## src/rtl/uart_pkg.sv

```systemverilog
// Shared UART definitions: transmit FSM state encoding and bit-period helper.
package uart_pkg;

  typedef enum logic [2:0] {
    IDLE   = 3'd0,
    START  = 3'd1,
    DATA   = 3'd2,
    PARITY = 3'd3,
    STOP   = 3'd4
  } tx_state_t;

  // Clock cycles per line bit, integer-truncated.
  function automatic int bit_ticks(input int clk_hz, input int baud);
    return clk_hz / baud;
  endfunction

endpackage

```

## src/rtl/uart_fifo.sv

```systemverilog
// Synchronous FIFO with occupancy count. Writes into a full FIFO and reads
// from an empty one are ignored; full/empty reflect the count before any
// same-cycle access. DEPTH must be a power of two so pointers wrap freely.
module uart_fifo #(
  parameter int WIDTH = 8,
  parameter int DEPTH = 4,
  localparam int AW = $clog2(DEPTH),
  localparam int CW = $clog2(DEPTH + 1)
) (
  input  logic             clock,
  input  logic             reset_n,
  input  logic             wr_en_i,
  input  logic [WIDTH-1:0] wr_data_i,
  input  logic             rd_en_i,
  output logic [WIDTH-1:0] rd_data_o,
  output logic             full_o,
  output logic             empty_o,
  output logic [CW-1:0]    count_o
);

  logic [WIDTH-1:0] mem_q [DEPTH];
  logic [AW-1:0]    wr_ptr_q, rd_ptr_q;
  logic [CW-1:0]    count_q, count_d;
  logic             do_wr, do_rd;

  assign full_o    = (count_q == CW'(DEPTH));
  assign empty_o   = (count_q == '0);
  assign do_wr     = wr_en_i && !full_o;
  assign do_rd     = rd_en_i && !empty_o;
  assign rd_data_o = mem_q[rd_ptr_q];
  assign count_o   = count_q;

  // Next occupancy: a simultaneous push and pop leaves it unchanged.
  always_comb begin
    count_d = count_q;
    case ({do_wr, do_rd})
      2'b10:   count_d = count_q + 1'b1;
      2'b01:   count_d = count_q - 1'b1;
      default: count_d = count_q;
    endcase
  end

  // Pointer and count registers; reset discards any stored contents.
  always_ff @(posedge clock or negedge reset_n) begin
    if (!reset_n) begin
      wr_ptr_q <= '0;
      rd_ptr_q <= '0;
      count_q  <= '0;
    end else begin
      if (do_wr) wr_ptr_q <= wr_ptr_q + 1'b1;
      if (do_rd) rd_ptr_q <= rd_ptr_q + 1'b1;
      count_q <= count_d;
    end
  end

  // Storage array, written only on an accepted push.
  always_ff @(posedge clock) begin
    if (do_wr) mem_q[wr_ptr_q] <= wr_data_i;
  end

endmodule

```

## src/rtl/uart_tx_buffered.sv

```systemverilog
// Buffered UART transmitter: bytes are queued in a small FIFO and sent as
// 8N1 (or 8E1) frames, back-to-back with no idle bit while bytes remain.
//
// Write handshake: there is no ready signal. A byte is offered by holding
// dataReady high for one cycle with dataIn valid; it is accepted when full
// is low at that edge, otherwise it is dropped and overflow latches high.
module uart_tx_buffered
  import uart_pkg::*;
#(
  parameter int CLK_HZ     = 5_000_000,
  parameter int BAUD       = 9600,
  parameter int FIFO_DEPTH = 4,
  parameter int PARITY_EN  = 0,
  localparam int CW = $clog2(FIFO_DEPTH + 1)
) (
  input  logic          clock,
  input  logic          reset_n,
  input  logic [7:0]    dataIn,
  input  logic          dataReady,
  output logic          tx,
  output logic          busy,
  output logic          full,
  output logic [CW-1:0] count,
  output logic          overflow,
  output tx_state_t     state_o
);

  localparam int BIT_TICKS = bit_ticks(CLK_HZ, BAUD);
  localparam int TW        = (BIT_TICKS > 1) ? $clog2(BIT_TICKS) : 1;
  localparam logic [TW-1:0] LAST_TICK = TW'(BIT_TICKS - 1);

  tx_state_t   state_q;
  logic [TW-1:0] tick_q;
  logic [2:0]  bit_idx_q;
  logic [7:0]  shift_q;
  logic        parity_q;
  logic        tx_q;
  logic        overflow_q;

  logic        fifo_empty;
  logic [7:0]  fifo_rd_data;
  logic        tick_last;
  logic        pop;

  assign tick_last = (tick_q == LAST_TICK);
  // Pop from IDLE, or on the last stop tick to chain the next frame.
  assign pop = !fifo_empty &&
               ((state_q == IDLE) || ((state_q == STOP) && tick_last));

  uart_fifo #(
    .WIDTH (8),
    .DEPTH (FIFO_DEPTH)
  ) u_fifo (
    .clock     (clock),
    .reset_n   (reset_n),
    .wr_en_i   (dataReady),
    .wr_data_i (dataIn),
    .rd_en_i   (pop),
    .rd_data_o (fifo_rd_data),
    .full_o    (full),
    .empty_o   (fifo_empty),
    .count_o   (count)
  );

  // Frame sequencer: bit timing, LSB-first shifting and registered line output.
  always_ff @(posedge clock or negedge reset_n) begin
    if (!reset_n) begin
      state_q   <= IDLE;
      tick_q    <= '0;
      bit_idx_q <= '0;
      shift_q   <= '0;
      parity_q  <= 1'b0;
      tx_q      <= 1'b1;
    end else begin
      case (state_q)
        IDLE: begin
          tx_q <= 1'b1;
          if (pop) begin
            shift_q  <= fifo_rd_data;
            parity_q <= ^fifo_rd_data;
            tx_q     <= 1'b0;
            tick_q   <= '0;
            state_q  <= START;
          end
        end
        START: begin
          if (tick_last) begin
            tick_q    <= '0;
            tx_q      <= shift_q[0];
            bit_idx_q <= '0;
            state_q   <= DATA;
          end else begin
            tick_q <= tick_q + 1'b1;
          end
        end
        DATA: begin
          if (tick_last) begin
            tick_q <= '0;
            if (bit_idx_q == 3'd7) begin
              if (PARITY_EN != 0) begin
                tx_q    <= parity_q;
                state_q <= PARITY;
              end else begin
                tx_q    <= 1'b1;
                state_q <= STOP;
              end
            end else begin
              bit_idx_q <= bit_idx_q + 1'b1;
              shift_q   <= {1'b0, shift_q[7:1]};
              tx_q      <= shift_q[1];
            end
          end else begin
            tick_q <= tick_q + 1'b1;
          end
        end
        PARITY: begin
          if (tick_last) begin
            tick_q  <= '0;
            tx_q    <= 1'b1;
            state_q <= STOP;
          end else begin
            tick_q <= tick_q + 1'b1;
          end
        end
        STOP: begin
          if (tick_last) begin
            tick_q <= '0;
            if (pop) begin
              shift_q  <= fifo_rd_data;
              parity_q <= ^fifo_rd_data;
              tx_q     <= 1'b0;
              state_q  <= START;
            end else begin
              tx_q    <= 1'b1;
              state_q <= IDLE;
            end
          end else begin
            tick_q <= tick_q + 1'b1;
          end
        end
        default: begin
          tx_q    <= 1'b1;
          tick_q  <= '0;
          state_q <= IDLE;
        end
      endcase
    end
  end

  // Sticky drop flag, set on the edge that samples a write into a full FIFO.
  always_ff @(posedge clock or negedge reset_n) begin
    if (!reset_n) begin
      overflow_q <= 1'b0;
    end else if (dataReady && full) begin
      overflow_q <= 1'b1;
    end
  end

  assign tx       = tx_q;
  assign busy     = (state_q != IDLE);
  assign overflow = overflow_q;
  assign state_o  = state_q;

endmodule
```

## config.mk

```make
export PLATFORM = sky130hd
export DESIGN_NAME = uart_tx_buffered
export DESIGN_NICKNAME = d
export VERILOG_FILES = /design/src/rtl/uart_pkg.sv /design/src/rtl/uart_fifo.sv /design/src/rtl/uart_tx_buffered.sv
export SDC_FILE = /design/constraint.sdc
export NUM_CORES = 1
export LEC_CHECK = 0
export BUFFER_PORTS_ARGS = -buffer_cell sky130_fd_sc_hd__buf_2
export CELL_PAD_IN_SITES_DETAIL_PLACEMENT = 0
export CELL_PAD_IN_SITES_GLOBAL_PLACEMENT = 1
export CORE_ASPECT_RATIO = 1.2
export CORE_UTILIZATION = 35
export DETAILED_ROUTE_END_ITERATION = 10
export HOLD_SLACK_MARGIN = 0.05
export PLACE_DENSITY = 0.59
export RECOVER_POWER = 50
export REMOVE_ABC_BUFFERS = 1
export SYNTH_ARGS = -nofsm -noshare
export SYNTH_HDL_FRONTEND = slang
export SYNTH_SLANG_ARGS = --single-unit
```

## constraint.sdc

```tcl
create_clock -name clock -period 3.6 [get_ports clock]
set_clock_uncertainty 0.2 [all_clocks]
set_input_delay 0.9 -clock clock [delete_from_list [all_inputs] [get_ports clock]]
set_output_delay 0.9 -clock clock [all_outputs]
set_load 0.02 [all_outputs]
```

After elaboration in Yosys (flattened, before gate mapping)
Memory sizes are Yosys's and may differ from the RTL's.
Cells that the tools add are included.
Word-level totals
  flip-flop bits (word level): 33
  memory bits (writable): 32
  input port bits: 11
  output and inout bits: 10
  word-level logic and storage cells: 81
  memories kept: 1
Memory list
  u_fifo.mem_q: depth 4, width 8, read ports 1, clocked after Yosys merged registers in 0, write ports 1, line uart_fifo.sv:21  | logic [WIDTH-1:0] mem_q [DEPTH];
Cells by class
  add/subtract/negate cells: 6
  eq/ne operators: 16
  muxes and demuxes: 30
  reductions and logical operators: 19
Operators with widths (count)
  two-way mux 8 bit: 4
  two-way mux 3 bit: 9
  one-hot mux 8 bit (3 select lines): 1
  two-way mux 10 bit: 2
  one-hot mux 10 bit (2 select lines): 1
  one-hot mux 3 bit (5 select lines): 1
  != test 2 bit, second input constant: 6
  one-hot mux 3 bit (2 select lines): 2
  AND reduction 4 bit: 3
  adder 10 x 1 -> 10 bit, second input constant: 1
  equality test 10 bit, second input constant: 1
  equality test 3 bit, second input constant: 3
  two-way mux 1 bit: 9
  adder 3 x 1 -> 3 bit, second input constant: 2
  equality test 3 x 2 -> 1 bit, second input constant: 2
  logical NOT 3 bit: 2
  AND reduction 6 bit: 1
  nonzero test 3 bit: 2
  logical AND 1 bit: 5
  one-hot mux 1 bit (5 select lines): 1
  adder 2 x 1 -> 2 bit, second input constant: 2
  nonzero test 2 bit: 2
  OR reduction 4 bit: 1
  equality test 3 x 1 -> 1 bit, second input constant: 1
  other kinds (6): 7

Longest topological paths before layout
  depth after elaboration: 7
  depth in mapped cells: 12
  depth with buffers taken out: 11

By module
Synthesis repeated with hierarchy kept, for this count alone.
Second synthesis, totals
  cell total of the unflattened synthesis: 214
  area, all modules: 3046.7 um^2
Modules (own cells, without submodules)
  uart_fifo: times used 1, cells an instance 80, area an instance 1584.0 um^2, seq. area each 1136.1 um^2
  uart_tx_buffered: times used 1, cells an instance 134, area an instance 1462.7 um^2, seq. area each 651.9 um^2

Worst setup path after synthesis
Ideal clock, no wire load.
  kind: reg-to-reg
  start point: reg tick_q[0]
  end point: reg u_fifo.count_q[2] (netlist: u_fifo.count_o[2])
  setup time: 0.080 ns
  arrival: 2.323 ns
  data required time: 3.320 ns
  path slack: 0.997 ns
  stages on the path, launching flop included: 13
  buffers on the path: 1
  period minus slack after synthesis: 2.603 ns
  cells stage by stage: dfrtp_1 > ha_1 > and2_0 > clkbuf_1 > a31oi_1 > or2_2 > inv_1 > ha_1 > inv_1 > fa_1 > xor2_1 > nor2_1 > xor2_1
On the way
  word-level cells in the longest chain between the ends: 7
  elaborated cells on any way between the ends: 9
  those cells by class: 3 x eq/ne; 1 x mux; 5 x reduce/logical
Ends and longest elaborated chain
  start: declaration: line uart_tx_buffered.sv:33  | logic [TW-1:0] tick_q;
  start signal: assignment: line uart_tx_buffered.sv:93  | tick_q <= tick_q + 1'b1;
  start signal: assignment: line uart_tx_buffered.sv:113  | tick_q <= tick_q + 1'b1;
  start signal: assignment: line uart_tx_buffered.sv:122  | tick_q <= tick_q + 1'b1;
  equality test 10 bit (*): line uart_tx_buffered.sv:45  | assign tick_last = (tick_q == LAST_TICK);
  logical AND 1 bit (*): line uart_tx_buffered.sv:48  | ((state_q == IDLE) || ((state_q == STOP) && tick_last));
  logical OR 1 bit (*): line uart_tx_buffered.sv:48
  logical AND 1 bit (*): line uart_tx_buffered.sv:47  | assign pop = !fifo_empty &&
  logical AND 1 bit (*): line uart_fifo.sv:29  | assign do_rd = rd_en_i && !empty_o;
  named net u_fifo.do_rd: line uart_fifo.sv:24  | logic do_wr, do_rd;
  equality test 2 x 1 -> 1 bit / equality test 2 bit (equally long branches): line uart_fifo.sv:36  | case ({do_wr, do_rd})
  one-hot mux 3 bit (2 select lines) / nonzero test 2 bit (equally long branches)
  end signal: assignment: line uart_fifo.sv:52  | count_q <= count_d;
  end: declaration: line uart_fifo.sv:23  | logic [CW-1:0] count_q, count_d;
The timed path passes the listed nets; every way through them passes the cells marked *.
A chain may end at the register's enable or synchronous reset.

Worst setup path in the final report
  start point: reg state_q[0] (netlist: state_o[0])
  end point: reg u_fifo.count_q[2] (netlist: u_fifo.count_o[2])
On the way
  word-level cells in the longest chain between the ends: 7
  elaborated cells on any way between the ends: 10
  those cells by class: 3 x eq/ne; 1 x mux; 6 x reduce/logical
Ends and longest elaborated chain
  start: declaration: line uart_tx_buffered.sv:32  | tx_state_t state_q;
  start signal: assignment: line uart_tx_buffered.sv:68  | state_q <= IDLE;
  start signal: assignment: line uart_tx_buffered.sv:83  | state_q <= START;
  start signal: assignment: line uart_tx_buffered.sv:91  | state_q <= DATA;
  equality test 3 bit: line uart_tx_buffered.sv:48
  logical AND 1 bit: line uart_tx_buffered.sv:48
  logical OR 1 bit (*): line uart_tx_buffered.sv:48
  logical AND 1 bit (*): line uart_tx_buffered.sv:47
  logical AND 1 bit (*): line uart_fifo.sv:29
  named net u_fifo.do_rd: line uart_fifo.sv:24
  equality test 2 x 1 -> 1 bit / equality test 2 bit (equally long branches): line uart_fifo.sv:36
  one-hot mux 3 bit (2 select lines) / nonzero test 2 bit (equally long branches)
Marks and branches as above.

==> summary.txt <==
# nets final -> 255
First DRT Iteration DRCs -> 67
DP HPWL -> 3.72 mm
Mapped Area -> 2950 sq um
DR pass1 iterations -> 4
CTS tree -> built
Mean post-synth cell area -> 13.9 sq um
Register area share after synthesis -> 60.5%
Max VDD drop -> 0.000383 V
Pin count of the biggest net entering global routing -> 34
Fin. max-slew vios -> 34
Setup violators final -> 0
Share of flip-flops with an asynchronous set or reset -> 50.8%
Unique masters post-synth -> 53
Hold Buf Count CTS -> 0
CP Class -> reg -> reg
Core area -> 8150 sq um
Flip-flop and latch count after synthesis -> 65
Worst EP required -> 3.67 ns
Initial Utilization -> 36.2%
Residual DRC -> 0
Synthesis warning total -> 0
Fin worst setup slack -> 0.688 ns
Final Hold Viols -> 0
Min Clock Period, post-route -> 2.91 ns
GRT Util Overall -> 14.1%
First-pass GRT wire length -> 9.21 mm
Mapped Cells -> 212
Share of layout cells above drive strength 1 -> 18.3%
Cell Rows -> 36
Total power -> 2620 uW
Port Buffer Count -> 20
Max_slew headroom -> -22.4%
Fmax -> 343 MHz
Initial antenna violation count -> 0
Avg Vias per Cell -> 5.09
GP Congestion -> 0.749
Hold crit path type -> reg -> reg
Area growth, synth to finish -> 14.5%
Htree depth -> 3
Die Y -> 103 microns
Place WS -> 0.687 ns
Clock Latency Late Sink -> 0.34 ns
Main flop type after synthesis -> edfxtp_1
Mean routed wirelength per cell -> 15.5 microns
Worst Setup Start Kind -> flip-flop
Status -> finished with violations
Area of the multi-input gates -> 1070 sq um
Setup Fix Bufs, Post-CTS -> 0
PwrDens -> 775 nW/um^2
Setup TNS -> 0 ns
Vias in the first global route -> 1,799
P_leak -> 0.00128 uW
Non-Filler Instances -> 354
Root Buffer -> clkbuf_8
CTS buffer count -> 9
Max Cap Violations -> 1
Clock Tree Buf Depth -> 2
Failing checks -> capacitance limit, slew limit
Post-DRT Antenna Nets -> 0
Fin crit share -> 80.9%
Cells after DPL -> 338
GR Overflow Total -> 0
Die width -> 85.9 microns
DRT Wirelength -> 5.48 mm
Number of fill cells -> 799
Io pins -> 21
Die area -> 8810 sq um
Post-synth EDFFs -> 32
Area occupied by registers -> 1790 sq um
Crit. End Element -> flip-flop
Antenna Cells -> 0
Crit path arrival time -> 2.98 ns
Worst-Margin Slew -> 1.84 ns
Post-CTS resize count -> 0
Vias post-DR -> 1,803
# clock sinks -> 65
Worst-path maximum fanout -> 11
Final Cell Area -> 3380 sq um
Unrepaired setup endpoints after global routing -> no
Clock transition at the registers of the reported paths -> 0.08 ns
DP Area -> 3160 sq um
## critical path, stage by stage, from the launching register on
cell,delay (ns)
dfrtp_1,0.50
nor2_1,0.32
nand2_1,0.33
or2_2,0.44
inv_1,0.07
ha_1,0.17
inv_1,0.06
fa_1,0.37
xor2_1,0.15
nor2_1,0.10
xor2_1,0.14
## final timing paths
| check | from | to | slack [ns] | cells after the start |
|---|---|---|---|---|
| max in group asynchronous | reset_n | u_fifo.wr_ptr_q[0] | 1.29 | 1 |
| min | overflow | overflow | 0.26 | 1 |
| min in group asynchronous | reset_n | bit_idx_q[1] | 0.85 | 1 |
| max reg2reg | state_o[0] | u_fifo.count_o[2] | 0.69 | 10 |
| min reg2reg | overflow | overflow | 0.26 | 1 |
| max | state_o[0] | u_fifo.count_o[2] | 0.69 | 10 |
## cell type report
cell class | instances | area share, %
clock buffer | 10 | 3.77
clock inverter | 6 | 3.44
inverter | 12 | 1.33
multi-input combinational | 126 | 31.6
sequential | 65 | 52.8
tap | 114 | 4.22
timing repair buffer | 21 | 2.81
## flip-flops by register name, indices dropped and copies added (netlist names)
signal / flops
bit_idx_q: 3
overflow: 1
shift_q: 8
state_o: 3
tick_q: 10
tx: 1
u_fifo.count_o: 3
u_fifo.mem_q: 32
u_fifo.rd_ptr_q: 2
u_fifo.wr_ptr_q: 2
## cells by family (layout without fill, tap and decap cells)
kind of cell,Yosys count,in the layout,share of synthesized area [%]
fa+ha+maj,9,9,4.07
mux,12,12,7.54
flops,65,65,60.5
simple gates,49,49,10.3
xor+xnor,10,10,2.96
compound gates,46,46,11.5
buf+inv,21,49,3.13
## cells in the final DEF, fill, tap and decap left out, types with 2 or more instances in the layout
master,n
mux4_2,8
and3_1,3
o32a_1,7
inv_1,12
a31oi_1,8
nand2_1,9
or3_1,3
nor3_2,2
bufinv_16,3
o21ai_0,6
nor2_1,8
nand4_1,2
and2_1,4
xnor2_1,5
xor2_1,5
dfrtp_1,32
o21a_1,7
clkbuf_8,9
a22o_1,2
mux2_2,2
nor2b_1,2
ha_1,8
clkinv_4,3
clkbuf_1,11
edfxtp_1,32
buf_2,10
a21oi_1,4
nand3_1,5
mux2i_1,2
## through the flow
step	hold slack (ns)	util, %
after floorplan	0.259	-
after global placement	0.235	38.7
after detailed placement	0.251	38.7
after CTS	0.268	41.7
after global routing	0.292	41.5
final	0.261	41.5
## routing by layer
| metal | wire (microns) | up-vias | GRT usage [%] | part of all wire, % |
|---|---|---|---|---|
| li1 | - | 858 | - | - |
| met4 | 94 | 0 | 6.92 | 1.7 |
| met3 | 169 | 11 | 3.12 | 3.1 |
| met5 | 0 | - | 0 | 0 |
| met2 | 2680 | 34 | 22.5 | 49 |
| met1 | 2540 | 900 | 18.3 | 46 |
## cell usage after synthesis (2+ instances only)
cell type	count	area, sq um
a21oi_1	4	20.0
a22o_1	2	17.5
a31oi_1	8	50.1
and2_1	4	25.0
and3_1	3	18.8
buf_2	5	25.0
clkbuf_1	3	11.3
dfrtp_1	32	801
edfxtp_1	32	961
ha_1	8	100
inv_1	12	45.0
mux2_2	2	22.5
mux2i_1	2	20.0
mux4_2	8	180
nand2_1	9	33.8
nand3_1	4	20.0
nand4_1	2	12.5
nor2_1	8	30.0
nor2b_1	2	12.5
nor3_2	2	20.0
o21a_1	7	52.6
o21ai_0	6	30.0
o32a_1	7	70.1
or3_1	3	18.8
xnor2_1	5	43.8
xor2_1	5	43.8
## where the power goes
group / internal (uW) / total [uW] / switching (uW)
sequential: 1010 / 1220 / 205
clock: 464 / 757 / 294
combinational: 314 / 651 / 337
total: 1790 / 2620 / 835
(Power assumes the default switching activity.)
